==> src/rtl/cross_bar_pkg.sv <==
// Shared crossbar definitions: operation encodings and command-word field layout,
// used by both the request initiator and the responder side.
package cross_bar_pkg;

  localparam logic RD_OPP = 1'b0;
  localparam logic WR_OPP = 1'b1;

  // Command word layout: {cmd, addr, wdata}, with wdata in the LSBs.
  localparam int WDATA_LSB = 0;

  function automatic int addr_lsb(input int dwidth);
    return dwidth;
  endfunction

  function automatic int cmd_pos(input int awidth, input int dwidth);
    return awidth + dwidth;
  endfunction

endpackage

==> src/rtl/req_initiator_if.sv <==
// Base request/acknowledge bus between an initiator (master) and a responder (slave).
interface req_initiator_if #(
  parameter int AWIDTH = 32,
  parameter int DWIDTH = 32
);
  logic              req;
  logic              cmd;
  logic [AWIDTH-1:0] addr;
  logic [DWIDTH-1:0] wdata;
  logic              ack;
  logic [DWIDTH-1:0] rdata;

  modport master (output req, cmd, addr, wdata, input ack, rdata);
  modport slave  (input req, cmd, addr, wdata, output ack, rdata);
endinterface

==> src/rtl/req_timeout_timer.sv <==
// Counts cycles while enabled and flags when TIMEOUT_MAX has been reached;
// the count saturates there so it can never wrap back into a false "not expired".
module req_timeout_timer #(
  parameter int TIMEOUT_MAX = 15
) (
  input  logic aclk,
  input  logic aresetn,
  input  logic clear,
  input  logic enable,
  output logic expired
);
  localparam int TW = $clog2(TIMEOUT_MAX) + 1;

  logic [TW-1:0] count;

  // NOTE: sequential state uses non-blocking assignments so every flop samples pre-edge values.
  always_ff @(posedge aclk) begin
    if (!aresetn)                count <= '0;
    else if (clear)              count <= '0;
    else if (enable && !expired) count <= count + 1'b1;
  end

  assign expired = (count == TW'(TIMEOUT_MAX));

endmodule

==> src/rtl/req_initiator.sv <==
// Pops commands from a FIFO and issues them on the req/ack bus, capturing read
// data, flagging timeouts and waiting for ack to drop before taking the next command.
module req_initiator
  import cross_bar_pkg::*;
#(
  parameter int AWIDTH      = 32,
  parameter int DWIDTH      = 32,
  parameter int TIMEOUT_MAX = 15
) (
  input  logic                     aclk,
  input  logic                     aresetn,
  input  logic                     fifo_empty,
  input  logic [AWIDTH+DWIDTH:0]   fifo_dout,
  output logic                     fifo_rd_en,
  req_initiator_if.master          bus,
  output logic [DWIDTH-1:0]        rdata_out,
  output logic                     rdata_valid,
  output logic                     err,
  output logic                     busy
);
  typedef enum logic [2:0] {IDLE, FETCH, LOAD, REQ, WAIT_ACK_LOW} state_e;

  localparam int CMD_POS  = cmd_pos(AWIDTH, DWIDTH);
  localparam int ADDR_LSB = addr_lsb(DWIDTH);

  state_e            state_q, state_d;
  logic              expired;
  logic              cmd_q;
  logic [AWIDTH-1:0] addr_q;
  logic [DWIDTH-1:0] wdata_q;

  always_ff @(posedge aclk) begin
    if (!aresetn) state_q <= IDLE;
    else          state_q <= state_d;
  end

  // NOTE: the default assignment first means every path assigns state_d, so no latch is inferred.
  always_comb begin
    state_d = state_q;
    case (state_q)
      IDLE:         if (!fifo_empty) state_d = FETCH;
      FETCH:        state_d = LOAD;
      LOAD:         state_d = REQ;
      REQ:          if (bus.ack || expired) state_d = WAIT_ACK_LOW;
      WAIT_ACK_LOW: if (!bus.ack) state_d = IDLE;
      default:      state_d = IDLE;
    endcase
  end

  req_timeout_timer #(.TIMEOUT_MAX(TIMEOUT_MAX)) u_timer (
    .aclk    (aclk),
    .aresetn (aresetn),
    .clear   (state_q != REQ),
    .enable  (state_q == REQ),
    .expired (expired)
  );

  // fifo_dout is only valid in LOAD, one cycle after the FETCH pop.
  always_ff @(posedge aclk) begin
    if (!aresetn) begin
      cmd_q   <= RD_OPP;
      addr_q  <= '0;
      wdata_q <= '0;
    end else if (state_q == LOAD) begin
      cmd_q   <= fifo_dout[CMD_POS];
      addr_q  <= fifo_dout[ADDR_LSB +: AWIDTH];
      wdata_q <= fifo_dout[WDATA_LSB +: DWIDTH];
    end
  end

  // An ack on the same edge as expiry still completes normally.
  always_ff @(posedge aclk) begin
    if (!aresetn) begin
      rdata_out   <= '0;
      rdata_valid <= 1'b0;
      err         <= 1'b0;
    end else begin
      rdata_valid <= 1'b0;
      err         <= 1'b0;
      if (state_q == REQ) begin
        if (bus.ack) begin
          if (cmd_q == RD_OPP) begin
            rdata_out   <= bus.rdata;
            rdata_valid <= 1'b1;
          end
        end else if (expired) begin
          err <= 1'b1;
        end
      end
    end
  end

  assign fifo_rd_en = (state_q == FETCH);
  assign busy       = (state_q != IDLE);
  assign bus.req    = (state_q == REQ);
  assign bus.cmd    = cmd_q;
  assign bus.addr   = addr_q;
  assign bus.wdata  = wdata_q;

endmodule

==> src/flat_wrapper.sv <==
// flat-port wrapper written by rule: the top's interface ports become plain ports
module req_initiator_flat import cross_bar_pkg::*;
#(
  parameter int AWIDTH      = 32,
  parameter int DWIDTH      = 32,
  parameter int TIMEOUT_MAX = 15
)
  (aclk, aresetn, fifo_empty, fifo_dout, fifo_rd_en, rdata_out, rdata_valid, err, busy, bus_req, bus_cmd, bus_addr, bus_wdata, bus_ack, bus_rdata);
  req_initiator_if #(.AWIDTH(AWIDTH), .DWIDTH(DWIDTH)) bus_i ();
  input  logic aclk;
  input  logic aresetn;
  input  logic fifo_empty;
  input  logic [AWIDTH+DWIDTH:0] fifo_dout;
  output logic fifo_rd_en;
  output logic [DWIDTH-1:0] rdata_out;
  output logic rdata_valid;
  output logic err;
  output logic busy;
  output wire logic [$bits(bus_i.req)-1:0] bus_req;
  output wire logic [$bits(bus_i.cmd)-1:0] bus_cmd;
  output wire logic [$bits(bus_i.addr)-1:0] bus_addr;
  output wire logic [$bits(bus_i.wdata)-1:0] bus_wdata;
  input wire logic [$bits(bus_i.ack)-1:0] bus_ack;
  input wire logic [$bits(bus_i.rdata)-1:0] bus_rdata;
  assign bus_req = bus_i.req;
  assign bus_cmd = bus_i.cmd;
  assign bus_addr = bus_i.addr;
  assign bus_wdata = bus_i.wdata;
  assign bus_i.ack = bus_ack;
  assign bus_i.rdata = bus_rdata;
  req_initiator #(.AWIDTH(AWIDTH), .DWIDTH(DWIDTH), .TIMEOUT_MAX(TIMEOUT_MAX)) u_core (.aclk(aclk), .aresetn(aresetn), .fifo_empty(fifo_empty), .fifo_dout(fifo_dout), .fifo_rd_en(fifo_rd_en), .bus(bus_i), .rdata_out(rdata_out), .rdata_valid(rdata_valid), .err(err), .busy(busy));
endmodule
==> config.mk <==
export PLATFORM = sky130hd
export DESIGN_NAME = req_initiator_flat
export DESIGN_NICKNAME = d
export VERILOG_FILES = /design/src/rtl/cross_bar_pkg.sv /design/src/rtl/req_initiator_if.sv /design/src/rtl/req_timeout_timer.sv /design/src/rtl/req_initiator.sv /design/src/flat_wrapper.sv
export SDC_FILE = /design/constraint.sdc
export NUM_CORES = 1
export LEC_CHECK = 0
export CAP_MARGIN = 20
export CORE_UTILIZATION = 38
export DETAILED_ROUTE_END_ITERATION = 10
export DONT_BUFFER_PORTS = 1
export PLACE_DENSITY = 0.61
export REMOVE_ABC_BUFFERS = 1
export SYNTH_ARGS = -nofsm -noshare
export SYNTH_HDL_FRONTEND = slang
export SYNTH_SLANG_ARGS = --single-unit
==> constraint.sdc <==
create_clock -name aclk -period 2.65 [get_ports aclk]
set_input_delay 0.53 -clock aclk [delete_from_list [all_inputs] [get_ports aclk]]
set_output_delay 0.53 -clock aclk [all_outputs]
set_load 0.02 [all_outputs]
==> results of run 1 <==
==> how the worst min path moves through the flow <==
stage                     depth (start not counted)                     from                      end
final                                             1                  bus_ack               u_core.err
after global routing                              1                  bus_ack               u_core.err
after CTS                                         1                  bus_ack               u_core.err
after detailed placement                          2  u_core.u_timer.count[4]  u_core.u_timer.count[4]
after global placement                            2  u_core.u_timer.count[4]  u_core.u_timer.count[4]
after floorplan                                   2  u_core.u_timer.count[4]  u_core.u_timer.count[4]
==> cells by family (layout without fill, tap and decap cells) <==
kind of cell             count (synthesis)  count (layout)  share of synthesized area
adder cells (fa/ha/maj)                  2               2                   0.005992
AO/OA/AOI/OAI                           71              71                     0.1268
flip-flops                             107             107                     0.5130
multiplexers                            34              34                    0.08181
buffers and inverters                   36              21                    0.04944
XOR/XNOR                                 3               3                   0.006294
AND/OR/NAND/NOR                        222             222                     0.2167
==> cells in the mapped netlist, drive strengths merged (2+ instances only) <==
| master | n | share of area |
|---|---|---|
| nor2 | 9 | 0.0081 |
| dfxtp | 107 | 0.51 |
| nor3 | 2 | 0.0051 |
| mux2i | 33 | 0.079 |
| nand4b | 2 | 0.0042 |
| nor3b | 3 | 0.0066 |
| a21boi | 65 | 0.12 |
| nand2b | 3 | 0.0045 |
| nand2 | 197 | 0.18 |
| xor2 | 2 | 0.0042 |
| a21oi | 2 | 0.0024 |
| buf | 26 | 0.040 |
| ha | 2 | 0.0060 |
| clkbuf | 9 | 0.0081 |
==> cell type report <==
class	instances	area (sq um)	share of cell area
Clock inverter	7	122.6	0.02763
Inverter	1	3.754	0.0008458
Tap cell	136	170.2	0.03834
Multi-Input combinational cell	332	1833	0.4130
Clock buffer	9	123.9	0.02791
Sequential cell	107	2142	0.4827
Timing Repair Buffer	4	42.54	0.009586
==> power by group <==
group	internal (uW)	total, uW	switching, uW
logic	99.9	244	144
registers	1690	1850	161
clock network	634	1200	563
total	2420	3290	868
==> stage by stage <==
| step | util | power, uW | area, sq um | setup slack, ns |
|---|---|---|---|---|
| final | 0.4223 | 3291 | 4438 | 0.5224 |
| after global routing | 0.4223 | 3442 | 4438 | 0.4001 |
| after CTS | 0.4223 | 3334 | 4438 | 0.5063 |
| after detailed placement | 0.3989 | 2138 | 4192 | 0.9405 |
| after global placement | 0.3989 | 2123 | 4192 | 0.9750 |
| after floorplan | - | 2059 | 3973 | -0.05181 |
==> sequential cells by signal, indices dropped and copies added (netlist names) <==
| name | flops |
|---|---|
| u_core.rdata_valid | 1 |
| u_core.state_q | 3 |
| u_core.u_timer.count | 5 |
| u_core.bus.addr | 32 |
| u_core.bus.cmd | 1 |
| u_core.bus.wdata | 32 |
| u_core.err | 1 |
| u_core.rdata_out | 32 |
==> layer usage <==
metal / track usage / vias up / share of wire
met5: 0 / - / 0
met4: 0.1008 / 0 / 0.037
met3: 0.04438 / 21 / 0.071
met2: 0.2705 / 99 / 0.49
met1: 0.1696 / 1330 / 0.40
li1: - / 1483 / -
==> flow_summary.json, run 1 <==
{
  "post-route-period-util": 0.8029,
  "ant_nets": 0,
  "layout_common_cells": "196 x nand2_1, 107 x dfxtp_1, 50 x a21boi_1, 33 x mux2i_1, 15 x a21boi_0",
  "synthToLayoutAreaGrowth_pct": 6.293,
  "cp_slowest_cell": "nor3b_1",
  "dp_hpwl_mm": 6.155,
  "syn_avg_cell_area_sq_um": 8.790,
  "fin_crit_ns": 2.128,
  "grtUsageTotal": 0.1575,
  "die_x_microns": 106.8,
  "cts_tree": "done",
  "cp.arrival_ns": 1.60,
  "yosys_warnings": 0,
  "required_ns": 2.12,
  "wl_mm": 8.977,
  "cp_num_buf_inv": 0,
  "ctsHoldBuffers": 0,
  "async_flop_share": 0,
  "rsz0062_at_grt": "false",
  "crit_family": "simple AND/OR/NAND/NOR gates",
  "cts.clk_slew.worst_paths_ns": 0.10,
  "worstPathMaxFanout": 11,
  "antenna_found_initial": 0,
  "fin_skew_ns": 0.01172,
  "synth_edf_count": 0,
  "slew_headroom": 0.5272,
  "drc_errors": 0,
  "detail_route.wl_per_cell_microns": 15.06,
  "dp_cells": 580,
  "final_cell_count_no_fill": 596,
  "clock_sinks": 107,
  "report.final.slew_viol_count": 0,
  "worstSetupPathType": "reg -> out",
  "first_pass_iters": 5,
  "synth.distinct_cells": 33,
  "status": "completed",
  "die-area_sq_um": 11410,
  "cts-root-buf": "clkbuf_8",
  "vias": 2933,
  "ctsResizeCount": 0,
  "min_path_type": "in -> reg",
  "final_common_cell": "nand2_1",
  "worst_r2r_endpoint": "u_core.bus.addr[8]",
  "rr_worst_depth": 4,
  "via_per_inst": 4.921,
  "power.leakage_uw": 0.001546,
  "worst_pin_slew_ns": 0.7077,
  "cp_slowest_stage_delay_ns": 0.65,
  "ys_seq_elements": 107,
  "fill_cells": 1079,
  "rows": 37,
  "critPathCapture": "fifo_rd_en",
  "insertion_delay_ns": 0.38,
  "cp.depth": 1,
  "pin_count": 203,
  "grt_max_degree": 134,
  "gp_congestion": 0.7264,
  "r2r_slack_ns": 0.92,
  "setup_viol": 0,
  "grt_overflow": 0,
  "crit_path_end_kind": "output port",
  "grt_pass1_wl_mm": 13.96,
  "port_buffers": 0,
  "cts_setup_buffers": 0,
  "peakVddDrop_uv": 291.9,
  "seq_area_frac_synth": 0.5130,
  "n_antenna_cell": 0,
  "die_h_microns": 106.8,
  "synth_ff_type": "dfxtp_1",
  "critPathLaunchType": "register",
  "coreArea_sq_um": 10510,
  "cp-startpoint": "u_core.state_q[0]",
  "hold_ws_ns": 0.2226,
  "synth_cells": 475,
  "power.density_cell_area_nw_per_um2": 741.6,
  "clockBufferDepth": 2,
  "syn_area_sq_um": 4175,
  "first_global_vias": 2829,
  "cap_viol_max_count": 0,
  "initial_core_util": 0.3973,
  "drive_gt1_frac": 0.05435,
  "rr_startpoint": "u_core.state_q[1]",
  "cts-htree-levels": 3,
  "layout.nets": 558,
  "drtIter0Drc": 143,
  "fmax_mhz": 470.0,
  "critical_path.cell_chain": "nor3b_1",
  "setup_tns_ns": 0,
  "cts_made_buffers": 9,
  "hold_viol": 0
}
Power figures use the tool's default switching activity.
==> inputs of run 2 (changes only) <==
- clock period: 2.65 -> 2.05 ns (I/O delays scaled with it)
==> run 2 against run 1 <==
Net effect: power rose by 21%; largest power group unchanged; largest cell class unchanged; sequential share of layout area rose by 0.30 points; sequential cell count did not move.
==> flow_summary.json, run 2 (synthesis gave the netlist of run 1 again) <==
{
  "status": "completed",
  "grt_pass1_wl_mm": 13.76,
  "cap_viol_max_count": 0,
  "initial_core_util": 0.3973,
  "grtUsageTotal": 0.1532,
  "required_ns": 1.64,
  "first_pass_iters": 4,
  "via_per_inst": 4.988,
  "p_int_uw": 2881,
  "vias": 2983,
  "hold_viol": 0,
  "worstSetupPathType": "reg -> out",
  "die_x_microns": 106.8,
  "fin_area_sq_um": 4410,
  "rows": 37,
  "critPathLaunchType": "register",
  "dp_cells": 582,
  "wl_mm": 8.776,
  "die_h_microns": 106.8,
  "worstPathMaxFanout": 11,
  "power_frac_seq": 0.601,
  "cp_slowest_stage_delay_ns": 0.56,
  "post-route-period-util": 0.8815,
  "crit_path_end_kind": "output port",
  "drive_gt1_frac": 0.05844,
  "setup_viol": 0,
  "insertion_delay_ns": 0.36,
  "antenna_found_initial": 0,
  "clock_sinks": 107,
  "power.leakage_uw": 0.001543,
  "drtIter0Drc": 151,
  "critical_path.cell_chain": "nand2_2 -> nor2_1",
  "cts_setup_buffers": 0,
  "cts.clk_slew.worst_paths_ns": 0.09,
  "synthToLayoutAreaGrowth_pct": 5.634,
  "dp_hpwl_mm": 6.057,
  "ant_nets": 0,
  "rr_worst_depth": 4,
  "hold_depth": 1,
  "cts-htree-levels": 3,
  "grt_max_degree": 134,
  "pwr-share-clk": 0.318,
  "n_antenna_cell": 0,
  "first_global_vias": 2862,
  "port_buffers": 0,
  "gp_congestion": 0.7205,
  "switchingPower_uw": 1092,
  "report.final.slew_viol_count": 0,
  "peakVddDrop_uv": 310.9,
  "fin_crit_ns": 1.807,
  "worst_pin_slew_ns": 0.6453,
  "drc_errors": 0,
  "fin_util": 0.4197,
  "ctsResizeCount": 0,
  "fin_skew_ns": 0.008492,
  "multi_input_area_sq_um": 1833,
  "cp_slowest_cell": "dfxtp_1",
  "coreArea_sq_um": 10510,
  "pin_count": 203,
  "final_cell_count_no_fill": 598,
  "dpl_cell_area_sq_um": 4219,
  "min_path_type": "in -> reg",
  "ctsHoldBuffers": 0,
  "rsz0062_at_grt": "false",
  "grt_overflow": 0,
  "seq_area_sq_um": 2142,
  "clockBufferDepth": 2,
  "die-area_sq_um": 11410,
  "layout.nets": 560,
  "cp.arrival_ns": 1.40,
  "cts_made_buffers": 9,
  "layout_common_cells": "196 x nand2_1, 107 x dfxtp_1, 50 x a21boi_1, 33 x mux2i_1, 15 x a21boi_0",
  "power.density_cell_area_nw_per_um2": 900.8,
  "final_common_cell": "nand2_1",
  "fmax_mhz": 553.4,
  "slew_headroom": 0.5698,
  "cts_tree": "done",
  "cts-root-buf": "clkbuf_8",
  "detail_route.wl_per_cell_microns": 14.68,
  "p_sw_frac": 0.2749,
  "fill_cells": 1048,
  "power_frac_comb": 0.081
}
[run 2: cell type report]
cell class | count | share of cell area
flip-flops and latches | 107 | 0.4857
repair buffers | 6 | 0.01589
inverters | 1 | 0.0008511
clock inverters | 7 | 0.01532
multi-input cells | 332 | 0.4156
well taps | 136 | 0.03858
clock buffers | 9 | 0.02809
[run 2: power by group through the flow]
stage	logic [uW]	registers, uW	clock network (uW)
after floorplan	251	2410	0
after global placement	313	2440	0
after detailed placement	329	2440	0
after CTS	328	2390	1320
after global routing	367	2400	1410
final	322	2390	1260
[run 2: per-stage QoR]
stage                     worst slack, ns  total power, uW  hold slack [ns]  setup TNS [ns]
after floorplan                   -0.6518             2662           0.4544          -42.41
after global placement             0.4206             2749           0.4654               0
after detailed placement           0.3729             2767           0.4921               0
after CTS                          0.2163             4034          0.08950               0
after global routing               0.1307             4180          0.08433               0
final                              0.2429             3973           0.1200               0
[run 2: worst paths after layout]
path / startpoint / to / slack, ns
setup / recovery: u_core.state_q[0] / bus_req / 0.24
hold / removal: bus_ack / u_core.err / 0.12
setup reg to reg: u_core.state_q[1] / u_core.bus.addr[22] / 0.36
hold reg to reg: u_core.u_timer.count[4] / u_core.u_timer.count[4] / 0.50
[run 2: per-layer routing]
metal	vias to the layer above	GRT usage	part of all wire
li1	1496	-	-
met1	1370	0.1638	0.40
met2	102	0.2654	0.50
met3	15	0.05532	0.072
met4	0	0.07632	0.021
met5	-	0	0
[run 2: worst max-delay path: cells and delay by family, from the launching register on]
family / cells / cell delay, ns
simple gates: 2 / 0.49
flops: 1 / 0.56
